## config.mk

```make
export PLATFORM = sky130hd
export DESIGN_NAME = core_seq_ctrl
export DESIGN_NICKNAME = d
export VERILOG_FILES = /design/src/rtl/core_seq_ctrl.sv
export SDC_FILE = /design/constraint.sdc
export NUM_CORES = 1
export LEC_CHECK = 0
export ABC_AREA = 1
export CAP_MARGIN = 20
export CORE_MARGIN = 2
export CORE_UTILIZATION = 45
export CTS_CLUSTER_DIAMETER = 200
export DETAILED_ROUTE_END_ITERATION = 10
export PLACE_DENSITY = 0.79
export SLEW_MARGIN = 20
export SYNTH_ARGS = -nofsm -noshare
export SYNTH_HDL_FRONTEND = slang
export SYNTH_SLANG_ARGS = --single-unit
```

## constraint.sdc

```tcl
create_clock -name clk -period 2 [get_ports clk]
set_input_delay 0.3 -clock clk [delete_from_list [all_inputs] [get_ports clk]]
set_output_delay 0.3 -clock clk [all_outputs]
set_load 0.02 [all_outputs]
```

## src/rtl/core_seq_ctrl.sv

```systemverilog
// Multi-cycle FETCH/DECODE/EXEC/MEM/WB sequencer for the Thumb-subset core.
// Classifies IR[15:7] and drives the fetch, datapath and data-memory enables.
module core_seq_ctrl #(
  parameter int unsigned MEM_TIMEOUT = 16,
  parameter int unsigned CNT_W       = 16
) (
  input  logic             clk,
  input  logic             rst,
  input  logic [15:0]      i_ir,
  input  logic             i_imem_ready,
  input  logic             i_dmem_ready,
  input  logic             i_cond_pass,
  output logic             o_imem_req,
  output logic             o_ir_en,
  output logic             o_pc_inc,
  output logic             o_pc_load,
  output logic             o_stall,
  output logic             o_alu_en,
  output logic             o_flags_we,
  output logic             o_dmem_req,
  output logic             o_dmem_we,
  output logic             o_rf_we,
  output logic             o_undef,
  output logic             o_err,
  output logic             o_done,
  output logic [CNT_W-1:0] o_retired,
  output logic [2:0]       o_state
);

  localparam int unsigned TO_W = 8;

  typedef enum logic [2:0] {
    S_FETCH  = 3'd0,
    S_DECODE = 3'd1,
    S_EXEC   = 3'd2,
    S_MEM    = 3'd3,
    S_WB     = 3'd4
  } state_t;

  typedef enum logic [2:0] {
    C_NONE  = 3'd0,
    C_ALU   = 3'd1,
    C_LD    = 3'd2,
    C_ST    = 3'd3,
    C_BR    = 3'd4,
    C_BC    = 3'd5,
    C_CMP   = 3'd6,
    C_UNDEF = 3'd7
  } cls_t;

  state_t          state, state_nxt;
  cls_t            cls, cls_nxt, dec_cls;
  logic [TO_W-1:0] cnt, cnt_nxt;
  logic            err_set;
  logic            unused_ir;

  // Opcode classes share their encodings with the instruction decoder
  function automatic cls_t classify(input logic [8:0] op);
    cls_t c;
    c = C_UNDEF;
    if (op[8:2] == 7'b0001110 || op[8:4] == 5'b10101 || op == 9'b101100001 ||
        op[8:4] == 5'b00100 || op[8:1] == 8'b01000110)
      c = C_ALU;
    else if (op[8:4] == 5'b01101 || op[8:4] == 5'b01001)
      c = C_LD;
    else if (op[8:4] == 5'b01100)
      c = C_ST;
    else if (op[8:4] == 5'b11100)
      c = C_BR;
    else if (op[8:5] == 4'b1101)
      c = C_BC;
    else if (op[8:4] == 5'b00101)
      c = C_CMP;
    return c;
  endfunction

  assign dec_cls   = classify(i_ir[15:7]);
  assign unused_ir = ^i_ir[6:0];
  assign o_state   = state;

  always_ff @(posedge clk) begin
    if (!rst) begin
      state     <= S_FETCH;
      cls       <= C_NONE;
      cnt       <= '0;
      o_err     <= 1'b0;
      o_retired <= '0;
    end else begin
      state <= state_nxt;
      cls   <= cls_nxt;
      cnt   <= cnt_nxt;
      if (err_set) o_err <= 1'b1;
      if (o_done)  o_retired <= o_retired + CNT_W'(1);
    end
  end

  // Next state and phase enables; everything idles with stall high in reset
  always_comb begin
    state_nxt  = state;
    cls_nxt    = cls;
    cnt_nxt    = cnt;
    err_set    = 1'b0;
    o_imem_req = 1'b0;
    o_ir_en    = 1'b0;
    o_pc_inc   = 1'b0;
    o_pc_load  = 1'b0;
    o_stall    = 1'b1;
    o_alu_en   = 1'b0;
    o_flags_we = 1'b0;
    o_dmem_req = 1'b0;
    o_dmem_we  = 1'b0;
    o_rf_we    = 1'b0;
    o_undef    = 1'b0;
    o_done     = 1'b0;
    if (rst) begin
      case (state)
        S_FETCH: begin
          o_imem_req = 1'b1;
          if (i_imem_ready) begin
            o_ir_en   = 1'b1;
            o_pc_inc  = 1'b1;
            state_nxt = S_DECODE;
          end
        end
        S_DECODE: begin
          o_stall = 1'b0;
          cls_nxt = dec_cls;
          if (dec_cls == C_UNDEF) begin
            o_undef   = 1'b1;
            state_nxt = S_FETCH;
          end else begin
            state_nxt = S_EXEC;
          end
        end
        S_EXEC: begin
          o_alu_en = 1'b1;
          case (cls)
            C_BR: begin
              o_pc_load = 1'b1;
              o_done    = 1'b1;
              state_nxt = S_FETCH;
            end
            C_BC: begin
              o_pc_load = i_cond_pass;
              o_done    = 1'b1;
              state_nxt = S_FETCH;
            end
            C_CMP: begin
              o_flags_we = 1'b1;
              o_done     = 1'b1;
              state_nxt  = S_FETCH;
            end
            C_LD, C_ST: begin
              cnt_nxt   = '0;
              state_nxt = S_MEM;
            end
            C_ALU:   state_nxt = S_WB;
            default: state_nxt = S_FETCH;
          endcase
        end
        S_MEM: begin
          o_dmem_req = 1'b1;
          o_dmem_we  = (cls == C_ST);
          // A ready on the final allowed cycle still completes normally
          if (i_dmem_ready) begin
            if (cls == C_ST) begin
              o_done    = 1'b1;
              state_nxt = S_FETCH;
            end else begin
              state_nxt = S_WB;
            end
          end else if (cnt == TO_W'(MEM_TIMEOUT - 1)) begin
            err_set   = 1'b1;
            state_nxt = S_FETCH;
          end else begin
            cnt_nxt = cnt + TO_W'(1);
          end
        end
        S_WB: begin
          o_rf_we   = 1'b1;
          o_done    = 1'b1;
          state_nxt = S_FETCH;
        end
        default: state_nxt = S_FETCH;
      endcase
    end
  end

endmodule

```

==> flow_summary.json <==
{
  "synth-seq-area-share": 0.320,
  "ys_seq_elements": 31,
  "path_class": "primary input to output port",
  "fp.coreArea_um2": 4090,
  "rows": 23,
  "cts_tree": "built",
  "antenna_found_initial": 0,
  "synth-simple-area-share": 0.372,
  "dr.pass1.iters": 4,
  "seqPwrFrac": 0.425,
  "grt_pass1_wl_mm": 8.66,
  "endpoint_kind": "output port",
  "max_freq_ghz": 0.513,
  "vias": 2172,
  "slew_violations": 0,
  "dp_slack_ns": -0.431,
  "finalCriticalPeriod_ns": 1.95,
  "peakVddDrop_uv": 510,
  "synth_flop_cell": "dfxtp_1",
  "hp-class": "register to register",
  "fin_nets": 389,
  "gr-usage-all-layers": 0.216,
  "yosysTopAreaCell": "dfxtp_1",
  "setup_viol_count_final": 0,
  "synth_edf_count": 0,
  "p_per_area_nw_per_um2": 543,
  "wl_per_cell_um": 12.4,
  "synth_top_family_by_area": "simple AND/OR/NAND/NOR gates",
  "portBuffers": 45,
  "netlist_area_um2": 1940,
  "clock_skew_ns": 0.00926,
  "clkTransAtPathRegs_ns": 0.06,
  "synthMuxAreaShare": 0,
  "p_switching_uw": 368,
  "dp.cells": 409,
  "setup_ws_ns": 0.0495,
  "cp_data_required_time_ns": 1.70,
  "drive_gt1_frac": 0.191,
  "grt_max_degree": 14,
  "drc": 0,
  "setup_tns_ns": 0,
  "grt_remaining_overflow": 0,
  "worstMarginPinSlew_ns": 0.312,
  "sw_frac_of_total": 0.245,
  "cts_setup_buffers": 0,
  "synth.avg_cell_area_um2": 6.72,
  "p_int_uw": 1140,
  "period_share": 0.975,
  "netlist.area_leader.share": 0.320,
  "fin_util": 0.678,
  "num_antenna_cells": 0,
  "async_flop_share": 0,
  "pwr-share-comb": 0.151,
  "cts.repair.resized": 25,
  "post_drt_via_cell_ratio": 5.21,
  "initial_core_util": 0.475,
  "grt_pass1_vias": 1960,
  "clock_latency_ns": 0.29,
  "die-area_um2": 4860,
  "synth_cell_type_count": 39,
  "root_buffer": "clkbuf_8",
  "synth_area_leaders": "dfxtp_1, nand2_1, inv_1, a21oi_1, nor2_1",
  "leakage_uw": 0.00117,
  "netlist_instances": 289,
  "maxSlewHeadroom": 0.790,
  "cts_hold_buf": 0,
  "die_x_um": 69.7,
  "synth_compound_area_frac": 0.128,
  "drt_iter0_markers": 131,
  "hpwl_mm": 3.93,
  "antenna_left": 0,
  "wl_mm": 5.18,
  "yosys_warnings": 0,
  "layout_commonest_cell": "nand2_1",
  "hold_violations": 0,
  "clk_path_buf_depth": 2,
  "htree_num_levels": 2,
  "cp.arrival_ns": 1.65,
  "numCtsBuffers": 5,
  "syn2layout_area_growth_pct": 42.7,
  "synth-xor-area-share": 0.0541,
  "io-pin-count": 53,
  "cp-start-kind": "primary input",
  "synth_adder_area_share": 0.0129,
  "rsz0062_at_grt": "yes",
  "routabilityCongestion": 0.944,
  "syn-num-nets": 312,
  "status": "completed",
  "holdWs_ns": 0.470,
  "clockPowerShare": 0.424,
  "layout_common_cells": "nand2_1, inv_1, clkdlybuf4s50_1",
  "cp_max_fo": 5,
  "instances_no_fill": 417,
  "die_y_um": 69.7,
  "maxCapViolations": 0,
  "cts.sinks": 31
}
==> metal layers <==
layer | up-vias | GRT usage | wire length [um] | part of all wire
met1 | 987 | 0.283 | 2420 | 0.47
met4 | 0 | 0.0791 | 98 | 0.019
met2 | 76 | 0.349 | 2370 | 0.46
li1 | 1097 | - | - | -
met5 | - | 0 | 0 | 0
met3 | 12 | 0.0451 | 296 | 0.057
==> cells in the mapped netlist, types with 3 or more instances <==
| cell | instances |
|---|---|
| clkbuf_1 | 3 |
| a21oi_1 | 23 |
| nand3_2 | 3 |
| nand2_1 | 55 |
| dfxtp_1 | 31 |
| and3_1 | 3 |
| nor3_2 | 3 |
| nor3_1 | 21 |
| nand3_1 | 16 |
| inv_2 | 4 |
| inv_1 | 43 |
| nor2_1 | 30 |
| o21ai_1 | 5 |
| xnor2_1 | 3 |
| xor2_1 | 9 |
| nand4_1 | 7 |
==> per-stage QoR <==
stage / power (uW) / instance area (um2)
6_report: 1500 / 2770
2_1_floorplan: 755 / 1950
5_1_grt: 1560 / 2770
4_1_cts: 1510 / 2770
3_5_place_dp: 878 / 2660
3_3_place_gp: 871 / 2660
==> worst max-delay path: stages <==
cell	delay [ns]
clkdlybuf4s50_1	0.56
nor2_1	0.10
and3_1	0.16
nor2_1	0.13
nand4_1	0.14
nor2_1	0.10
buf_4	0.14
==> kinds of logic (layout without fill, tap and decap cells) <==
kind of cell             count (synthesis)  count (layout)
XOR/XNOR                                12              12
AND/OR/NAND/NOR                        148             148
buffers and inverters                   54             132
flip-flops                              31              31
adder cells (fa/ha/maj)                  2               2
AO/OA/AOI/OAI                           42              42
==> registers in the layout, summed over array words and instances, names as in the netlist <==
register   flops
o_retired     16
cnt            8
cls            3
o_state        3
o_err          1
==> power by group through the flow <==
stage	logic, uW	registers (uW)	clock network (uW)
5_1_grt	247	639	677
2_1_floorplan	95.8	659	0
3_5_place_dp	226	651	0
6_report	227	639	637
4_1_cts	222	637	650
3_3_place_gp	221	651	0
==> area by class of cell <==
| cell class | instances | area (um2) |
|---|---|---|
| Clock inverter | 2 | 35.0 |
| Fill cell | 351 | 1320 |
| Sequential cell | 31 | 621 |
| Timing Repair Buffer | 75 | 648 |
| Multi-Input combinational cell | 204 | 1130 |
| Tap cell | 50 | 62.6 |
| Clock buffer | 6 | 82.6 |
| Inverter | 49 | 189 |
==> final timing paths <==
kind,slack [ns],startpoint,depth (start not counted),endpoint
worst min-delay path,0.47,o_err$_SDFFE_PN0P_,1,o_err$_SDFFE_PN0P_
worst min register to register,0.47,o_err$_SDFFE_PN0P_,1,o_err$_SDFFE_PN0P_
worst max-delay path,0.05,i_ir[12],7,o_undef
worst max register to register,0.37,o_retired[1]$_SDFFE_PN0P_,7,o_retired[14]$_SDFFE_PN0P_
(Power assumes the default switching activity.)
